File: src/rtl/riscv_pkg.sv
// Shared types, funct3 width codes and request legality check for the RISC-V load/store unit.
package riscv_pkg;

  typedef enum logic [1:0] {IDLE, MEM, RESP} lsu_state_t;

  typedef enum logic [1:0] {
    CAUSE_NONE       = 2'd0,
    CAUSE_MISALIGNED = 2'd1,
    CAUSE_TIMEOUT    = 2'd2,
    CAUSE_ILLEGAL    = 2'd3
  } lsu_cause_t;

  localparam logic [2:0] LB  = 3'b000;
  localparam logic [2:0] LH  = 3'b001;
  localparam logic [2:0] LW  = 3'b010;
  localparam logic [2:0] LD  = 3'b011;
  localparam logic [2:0] LBU = 3'b100;
  localparam logic [2:0] LHU = 3'b101;
  localparam logic [2:0] LWU = 3'b110;

  // Illegal width outranks misalignment; LWU and 8-byte accesses only exist on RV64.
  function automatic lsu_cause_t lsu_check(input logic store, input logic [2:0] funct3,
                                           input logic [2:0] addr_lo, input int unsigned xlen);
    logic illegal;
    logic misaligned;
    illegal = (funct3 == 3'b111) || (store && funct3[2]) ||
              ((xlen == 32) && ((funct3[1:0] == 2'b11) || (funct3 == LWU)));
    unique case (funct3[1:0])
      2'b00:   misaligned = 1'b0;
      2'b01:   misaligned = addr_lo[0];
      2'b10:   misaligned = |addr_lo[1:0];
      default: misaligned = |addr_lo;
    endcase
    if (illegal)         return CAUSE_ILLEGAL;
    else if (misaligned) return CAUSE_MISALIGNED;
    else                 return CAUSE_NONE;
  endfunction

endpackage

File: src/rtl/riscv_lsu_align.sv
// Lane alignment: word-aligned address, shifted store data/strobes and extended load data.
module riscv_lsu_align
  import riscv_pkg::*;
#(
  parameter int unsigned XLEN = 32
) (
  input  logic [2:0]        funct3,
  input  logic              store,
  input  logic [XLEN-1:0]   addr,
  input  logic [XLEN-1:0]   wdata,
  input  logic [XLEN-1:0]   mem_rdata,
  output logic [XLEN-1:0]   mem_addr,
  output logic [XLEN-1:0]   mem_wdata,
  output logic [XLEN/8-1:0] mem_wstrb,
  output logic [XLEN-1:0]   load_data
);
  localparam int unsigned NB = XLEN / 8;
  localparam int unsigned OB = $clog2(NB);

  logic [OB-1:0]   offset;
  logic [OB+2:0]   bit_sh;
  logic [3:0]      nbytes;
  logic [15:0]     mask16;
  logic [XLEN-1:0] shifted;

  assign offset    = addr[OB-1:0];
  assign bit_sh    = {offset, 3'b000};
  assign nbytes    = 4'd1 << funct3[1:0];
  assign mask16    = (16'd1 << nbytes) - 16'd1;
  assign mem_addr  = {addr[XLEN-1:OB], {OB{1'b0}}};
  assign mem_wdata = wdata << bit_sh;
  assign shifted   = mem_rdata >> bit_sh;

  always_comb begin
    mem_wstrb = '0;
    if (store) mem_wstrb = NB'(mask16) << offset;
  end

  // funct3[2] selects zero extension; a signed source makes the size cast sign-extend.
  always_comb begin
    load_data = shifted;
    unique case (funct3[1:0])
      2'b00:   load_data = funct3[2] ? XLEN'(shifted[7:0])  : XLEN'($signed(shifted[7:0]));
      2'b01:   load_data = funct3[2] ? XLEN'(shifted[15:0]) : XLEN'($signed(shifted[15:0]));
      2'b10:   load_data = funct3[2] ? XLEN'(shifted[31:0]) : XLEN'($signed(shifted[31:0]));
      default: load_data = shifted;
    endcase
  end

endmodule

File: src/rtl/riscv_lsu.sv
// RISC-V load/store unit: one outstanding request, IDLE -> MEM -> RESP handshake with fault/timeout reporting.
module riscv_lsu
  import riscv_pkg::*;
#(
  parameter int unsigned XLEN    = 32,
  parameter int unsigned TIMEOUT = 255
) (
  input  logic              clk,
  input  logic              reset,
  input  logic              req_valid,
  output logic              req_ready,
  input  logic              req_store,
  input  logic [2:0]        req_funct3,
  input  logic [XLEN-1:0]   req_addr,
  input  logic [XLEN-1:0]   req_wdata,
  input  logic [4:0]        req_rd,
  output logic              resp_valid,
  input  logic              resp_ready,
  output logic [XLEN-1:0]   resp_rdata,
  output logic [4:0]        resp_rd,
  output logic              resp_trap,
  output logic [1:0]        resp_cause,
  output logic              mem_valid,
  output logic              mem_instr,
  input  logic              mem_ready,
  output logic [XLEN-1:0]   mem_addr,
  output logic [XLEN-1:0]   mem_wdata,
  output logic [XLEN/8-1:0] mem_wstrb,
  input  logic [XLEN-1:0]   mem_rdata
);
  lsu_state_t state_q, state_d;

  logic            store_q;
  logic [2:0]      funct3_q;
  logic [XLEN-1:0] addr_q, wdata_q;
  logic [4:0]      rd_q;
  logic [31:0]     cnt_q;

  logic [XLEN-1:0] resp_rdata_q;
  logic [4:0]      resp_rd_q;
  logic            resp_trap_q;
  lsu_cause_t      resp_cause_q;

  logic            accept, timeout;
  lsu_cause_t      req_cause;

  logic [XLEN-1:0]   a_mem_addr, a_mem_wdata, a_load_data;
  logic [XLEN/8-1:0] a_mem_wstrb;

  assign accept    = req_valid && (state_q == IDLE);
  assign req_cause = lsu_check(req_store, req_funct3, req_addr[2:0], XLEN);
  assign timeout   = (TIMEOUT != 0) && (cnt_q == TIMEOUT - 1) && !mem_ready;
  assign mem_instr = 1'b0;

  riscv_lsu_align #(.XLEN(XLEN)) u_align (
    .funct3    (funct3_q),
    .store     (store_q),
    .addr      (addr_q),
    .wdata     (wdata_q),
    .mem_rdata (mem_rdata),
    .mem_addr  (a_mem_addr),
    .mem_wdata (a_mem_wdata),
    .mem_wstrb (a_mem_wstrb),
    .load_data (a_load_data)
  );

  always_ff @(posedge clk) begin
    if (reset) state_q <= IDLE;
    else       state_q <= state_d;
  end

  always_comb begin
    state_d = state_q;
    unique case (state_q)
      IDLE:    if (accept) state_d = (req_cause == CAUSE_NONE) ? MEM : RESP;
      MEM:     if (mem_ready || timeout) state_d = RESP;
      RESP:    if (resp_ready) state_d = IDLE;
      default: state_d = IDLE;
    endcase
  end

  always_comb begin
    req_ready  = 1'b0;
    mem_valid  = 1'b0;
    resp_valid = 1'b0;
    mem_addr   = '0;
    mem_wdata  = '0;
    mem_wstrb  = '0;
    resp_rdata = '0;
    resp_rd    = '0;
    resp_trap  = 1'b0;
    resp_cause = '0;
    unique case (state_q)
      IDLE: req_ready = 1'b1;
      MEM: begin
        mem_valid = 1'b1;
        mem_addr  = a_mem_addr;
        mem_wdata = a_mem_wdata;
        mem_wstrb = a_mem_wstrb;
      end
      RESP: begin
        resp_valid = 1'b1;
        resp_rdata = resp_rdata_q;
        resp_rd    = resp_rd_q;
        resp_trap  = resp_trap_q;
        resp_cause = resp_cause_q;
      end
      default: ;
    endcase
  end

  // Faults are decided from the live request; memory results are captured on leaving MEM.
  always_ff @(posedge clk) begin
    if (reset) begin
      store_q      <= 1'b0;
      funct3_q     <= '0;
      addr_q       <= '0;
      wdata_q      <= '0;
      rd_q         <= '0;
      cnt_q        <= '0;
      resp_rdata_q <= '0;
      resp_rd_q    <= '0;
      resp_trap_q  <= 1'b0;
      resp_cause_q <= CAUSE_NONE;
    end else begin
      if (accept) begin
        store_q  <= req_store;
        funct3_q <= req_funct3;
        addr_q   <= req_addr;
        wdata_q  <= req_wdata;
        rd_q     <= req_rd;
        cnt_q    <= '0;
        if (req_cause != CAUSE_NONE) begin
          resp_rdata_q <= '0;
          resp_rd_q    <= req_store ? 5'd0 : req_rd;
          resp_trap_q  <= 1'b1;
          resp_cause_q <= req_cause;
        end
      end
      if (state_q == MEM) begin
        cnt_q <= cnt_q + 32'd1;
        if (mem_ready) begin
          resp_rdata_q <= store_q ? '0 : a_load_data;
          resp_rd_q    <= store_q ? 5'd0 : rd_q;
          resp_trap_q  <= 1'b0;
          resp_cause_q <= CAUSE_NONE;
        end else if (timeout) begin
          resp_rdata_q <= '0;
          resp_rd_q    <= store_q ? 5'd0 : rd_q;
          resp_trap_q  <= 1'b1;
          resp_cause_q <= CAUSE_TIMEOUT;
        end
      end
    end
  end

endmodule
File: config.mk
export PLATFORM = sky130hd
export DESIGN_NAME = riscv_lsu
export DESIGN_NICKNAME = d
export VERILOG_FILES = /design/src/rtl/riscv_pkg.sv /design/src/rtl/riscv_lsu_align.sv /design/src/rtl/riscv_lsu.sv
export SDC_FILE = /design/constraint.sdc
export NUM_CORES = 1
export LEC_CHECK = 0
export CAP_MARGIN = 20
export CORE_MARGIN = 4
export CORE_UTILIZATION = 52
export CTS_CLUSTER_DIAMETER = 100
export DETAILED_ROUTE_END_ITERATION = 7
export PLACE_DENSITY = 0.91
export SETUP_SLACK_MARGIN = 0.1
export SYNTH_ARGS = -nofsm -noshare
export SYNTH_HDL_FRONTEND = slang
export SYNTH_SLANG_ARGS = --single-unit
export TNS_END_PERCENT = 1
File: constraint.sdc
create_clock -name clk -period 5.7 [get_ports clk]
set_clock_uncertainty 0.1 [all_clocks]
set_input_delay 0.855 -clock clk [delete_from_list [all_inputs] [get_ports clk]]
set_output_delay 0.855 -clock clk [all_outputs]
set_load 0.005 [all_outputs]
==> results.sh <==
export IMPL_rsz0062_at_grt="no"
export IMPL_status="complete, no violations"
export IMPL_ys_ff_latch=147
export IMPL_die_x_microns=128
export IMPL_cap_violations=0
export IMPL_post_drt_wl_per_cell_microns=16.9
export IMPL_worstSkewPairLatency_ns=0.43
export IMPL_syn_avg_cell_area_sq_um=7.99
export IMPL_tritoncts="done"
export IMPL_antenna_left=0
export IMPL_finalNonFillerCells=1309
export IMPL_post_cts_resized=0
export IMPL_seqCellArea_sq_mm=0.00295
export IMPL_synth_async_reset_ratio=0
export IMPL_finalHoldViolCount=0
export IMPL_synthesis_area_sq_mm=0.00752
export IMPL_track_usage=0.258
export IMPL_placed_cells=1274
export IMPL_num_rows=43
export IMPL_powerDensity_mw_per_mm2=260
export IMPL_gp_congestion=0.842
export IMPL_r2r_cells=5
export IMPL_cts_buffers=17
export IMPL_die_h_microns=128
export IMPL_cts_setup_buffers=0
export IMPL_area_delta_synth_final_pct=37.5
export IMPL_synth_edf_count=0
export IMPL_setup_viol=0
export IMPL_hp_class="register to register"
export IMPL_path_max_fanout=27
export IMPL_cts_sinks=147
export IMPL_final_cell_mix="clkdlybuf4s50_1, nand2_1, dfxtp_1, a21oi_1, and2_1"
export IMPL_vias=7519
export IMPL_fmax_ghz=0.267
export IMPL_core_area_sq_mm=0.0140
export IMPL_synth_flop_cell="dfxtp_1"
export IMPL_grt_overflow=0
export IMPL_multi_input_area_sq_mm=0.00422
export IMPL_start_util=0.535
export IMPL_filler_cell_count=1036
export IMPL_vias_per_cell=5.74
export IMPL_cp_arrival_ns=2.79
export IMPL_end_kind="output pin"
export IMPL_dr_pass1_iters=5
export IMPL_cts_clk_slew_worst_paths_ns=0.06
export IMPL_worstPathRequired_ns=4.74
export IMPL_cts_root_buf="clkbuf_16"
export IMPL_wl_mm=22.2
export IMPL_ys_seq_area_frac=0.391
export IMPL_grt_start_max_net_pins=99
export IMPL_antenna_found_initial=0
export IMPL_ir_drop_mv=0.183
export IMPL_first_iter_violations=664
export IMPL_cp_start_kind="register"
export IMPL_drive_gt1_frac=0.0629
export IMPL_fin_crit_ns=3.74
export IMPL_layout_commonest_cell="clkdlybuf4s50_1"
export IMPL_hold_buffers=0
export IMPL_slew_headroom=0.323
export IMPL_place_hpwl_mm=15.3
export IMPL_htreeDepth=4
export IMPL_worstSetupPathType="register to output pin"
export IMPL_leakagePower_nw=3.71
export IMPL_worst_pin_slew_ns=1.01
export IMPL_numPortBuffers=218
export IMPL_final_setup_tns_ns=0
export IMPL_min_period_over_period=0.656
export IMPL_fin_nets=1227
export IMPL_ys_types=65
export IMPL_die_area_sq_mm=0.0164
export IMPL_drc_errors=0
export IMPL_ioPinCount=222
export IMPL_syn_inst=941
export IMPL_first_global_vias=6996
export IMPL_ys_warn_count=0
export IMPL_grt_pass1_wl_mm=34.3
export IMPL_hold_path_cell_count=2
export IMPL_cts_buffer_depth=2
export IMPL_final_max_slew_viol_count=0
==> where the power goes <==
part	total, W	internal (W)	switching, W
combinational	0.000371	0.000175	0.000196
sequential	0.00112	0.00107	0.0000440
clock	0.00119	0.000756	0.000437
==> flip-flops by register name, summed over array words and instances (netlist names) <==
name	cells
addr_q	32
cnt_q	32
funct3_q	3
store_q	1
resp_trap_q	1
wdata_q	32
state_q	2
resp_rd_q	5
rd_q	5
resp_cause_q	2
resp_rdata_q	32
==> per-layer routing <==
layer	vias to the layer above	routed length [microns]	track usage
met1	3496	8700	0.309
met2	338	10800	0.434
li1	3624	-	-
met4	0	735	0.120
met3	61	1930	0.0654
met5	-	0	0
==> final cells by class <==
| class | instances | area share |
|---|---|---|
| antenna | 1 | 0.000242 |
| clock buffer | 20 | 0.0442 |
| clock inverter | 12 | 0.0172 |
| inverter | 8 | 0.00290 |
| multi-input combinational | 711 | 0.408 |
| sequential | 147 | 0.285 |
| tap | 180 | 0.0218 |
| timing repair buffer | 230 | 0.221 |
==> worst max-delay path, stage by stage (launching register included) <==
cell and delay, ns:
dfxtp_1 0.54, nand2b_1 0.10, buf_4 0.24, inv_2 0.08, nand2b_1 0.22, nor2_1 0.46
and2_1 0.20, clkdlybuf4s50_1 0.50
==> synth_stat cells (all sizes together) (16+ instances only) <==
master / count / share of area
a211oi: 18 / 0.020
a21oi: 130 / 0.087
and2: 80 / 0.067
buf: 17 / 0.016
clkbuf: 60 / 0.030
dfxtp: 147 / 0.39
mux2i: 31 / 0.041
nand2: 172 / 0.086
nand3: 16 / 0.011
nor2: 62 / 0.031
nor2b: 23 / 0.019
o2bb2ai: 16 / 0.019
==> final timing paths <==
kind,from,end,slack [ns]
min reg2reg,addr_q[28],addr_q[28],0.35
min,addr_q[28],addr_q[28],0.35
max,state_q[0],mem_wdata[0],1.96
max reg2reg,addr_q[1],resp_rdata_q[24],3.01
==> stage by stage <==
stage	utilization	setup WS, ns	power [W]	hold WS (ns)	cell area (sq um)
2_1_floorplan	-	3.22	0.00135	0.324	7520
3_5_place_dp	0.689	2.44	0.00150	0.340	9670
4_1_cts	0.734	1.99	0.00269	0.350	10300
3_3_place_gp	0.689	2.49	0.00149	0.337	9670
6_report	0.736	1.96	0.00268	0.348	10300
5_1_grt	0.736	1.73	0.00279	0.366	10300
==> cells by family (layout without fill, tap and decap cells) <==
| group | after synthesis | after routing | share of synthesized area |
|---|---|---|---|
| other cells | 1 | 4 | 0.000499 |
| compound gates | 228 | 228 | 0.191 |
| simple gates | 430 | 430 | 0.296 |
| buf+inv | 85 | 270 | 0.0498 |
| flops | 147 | 147 | 0.391 |
| xor+xnor | 1 | 1 | 0.00117 |
| fa+ha+maj | 2 | 2 | 0.00333 |
| mux | 47 | 47 | 0.0667 |
(Power assumes the default switching activity.)
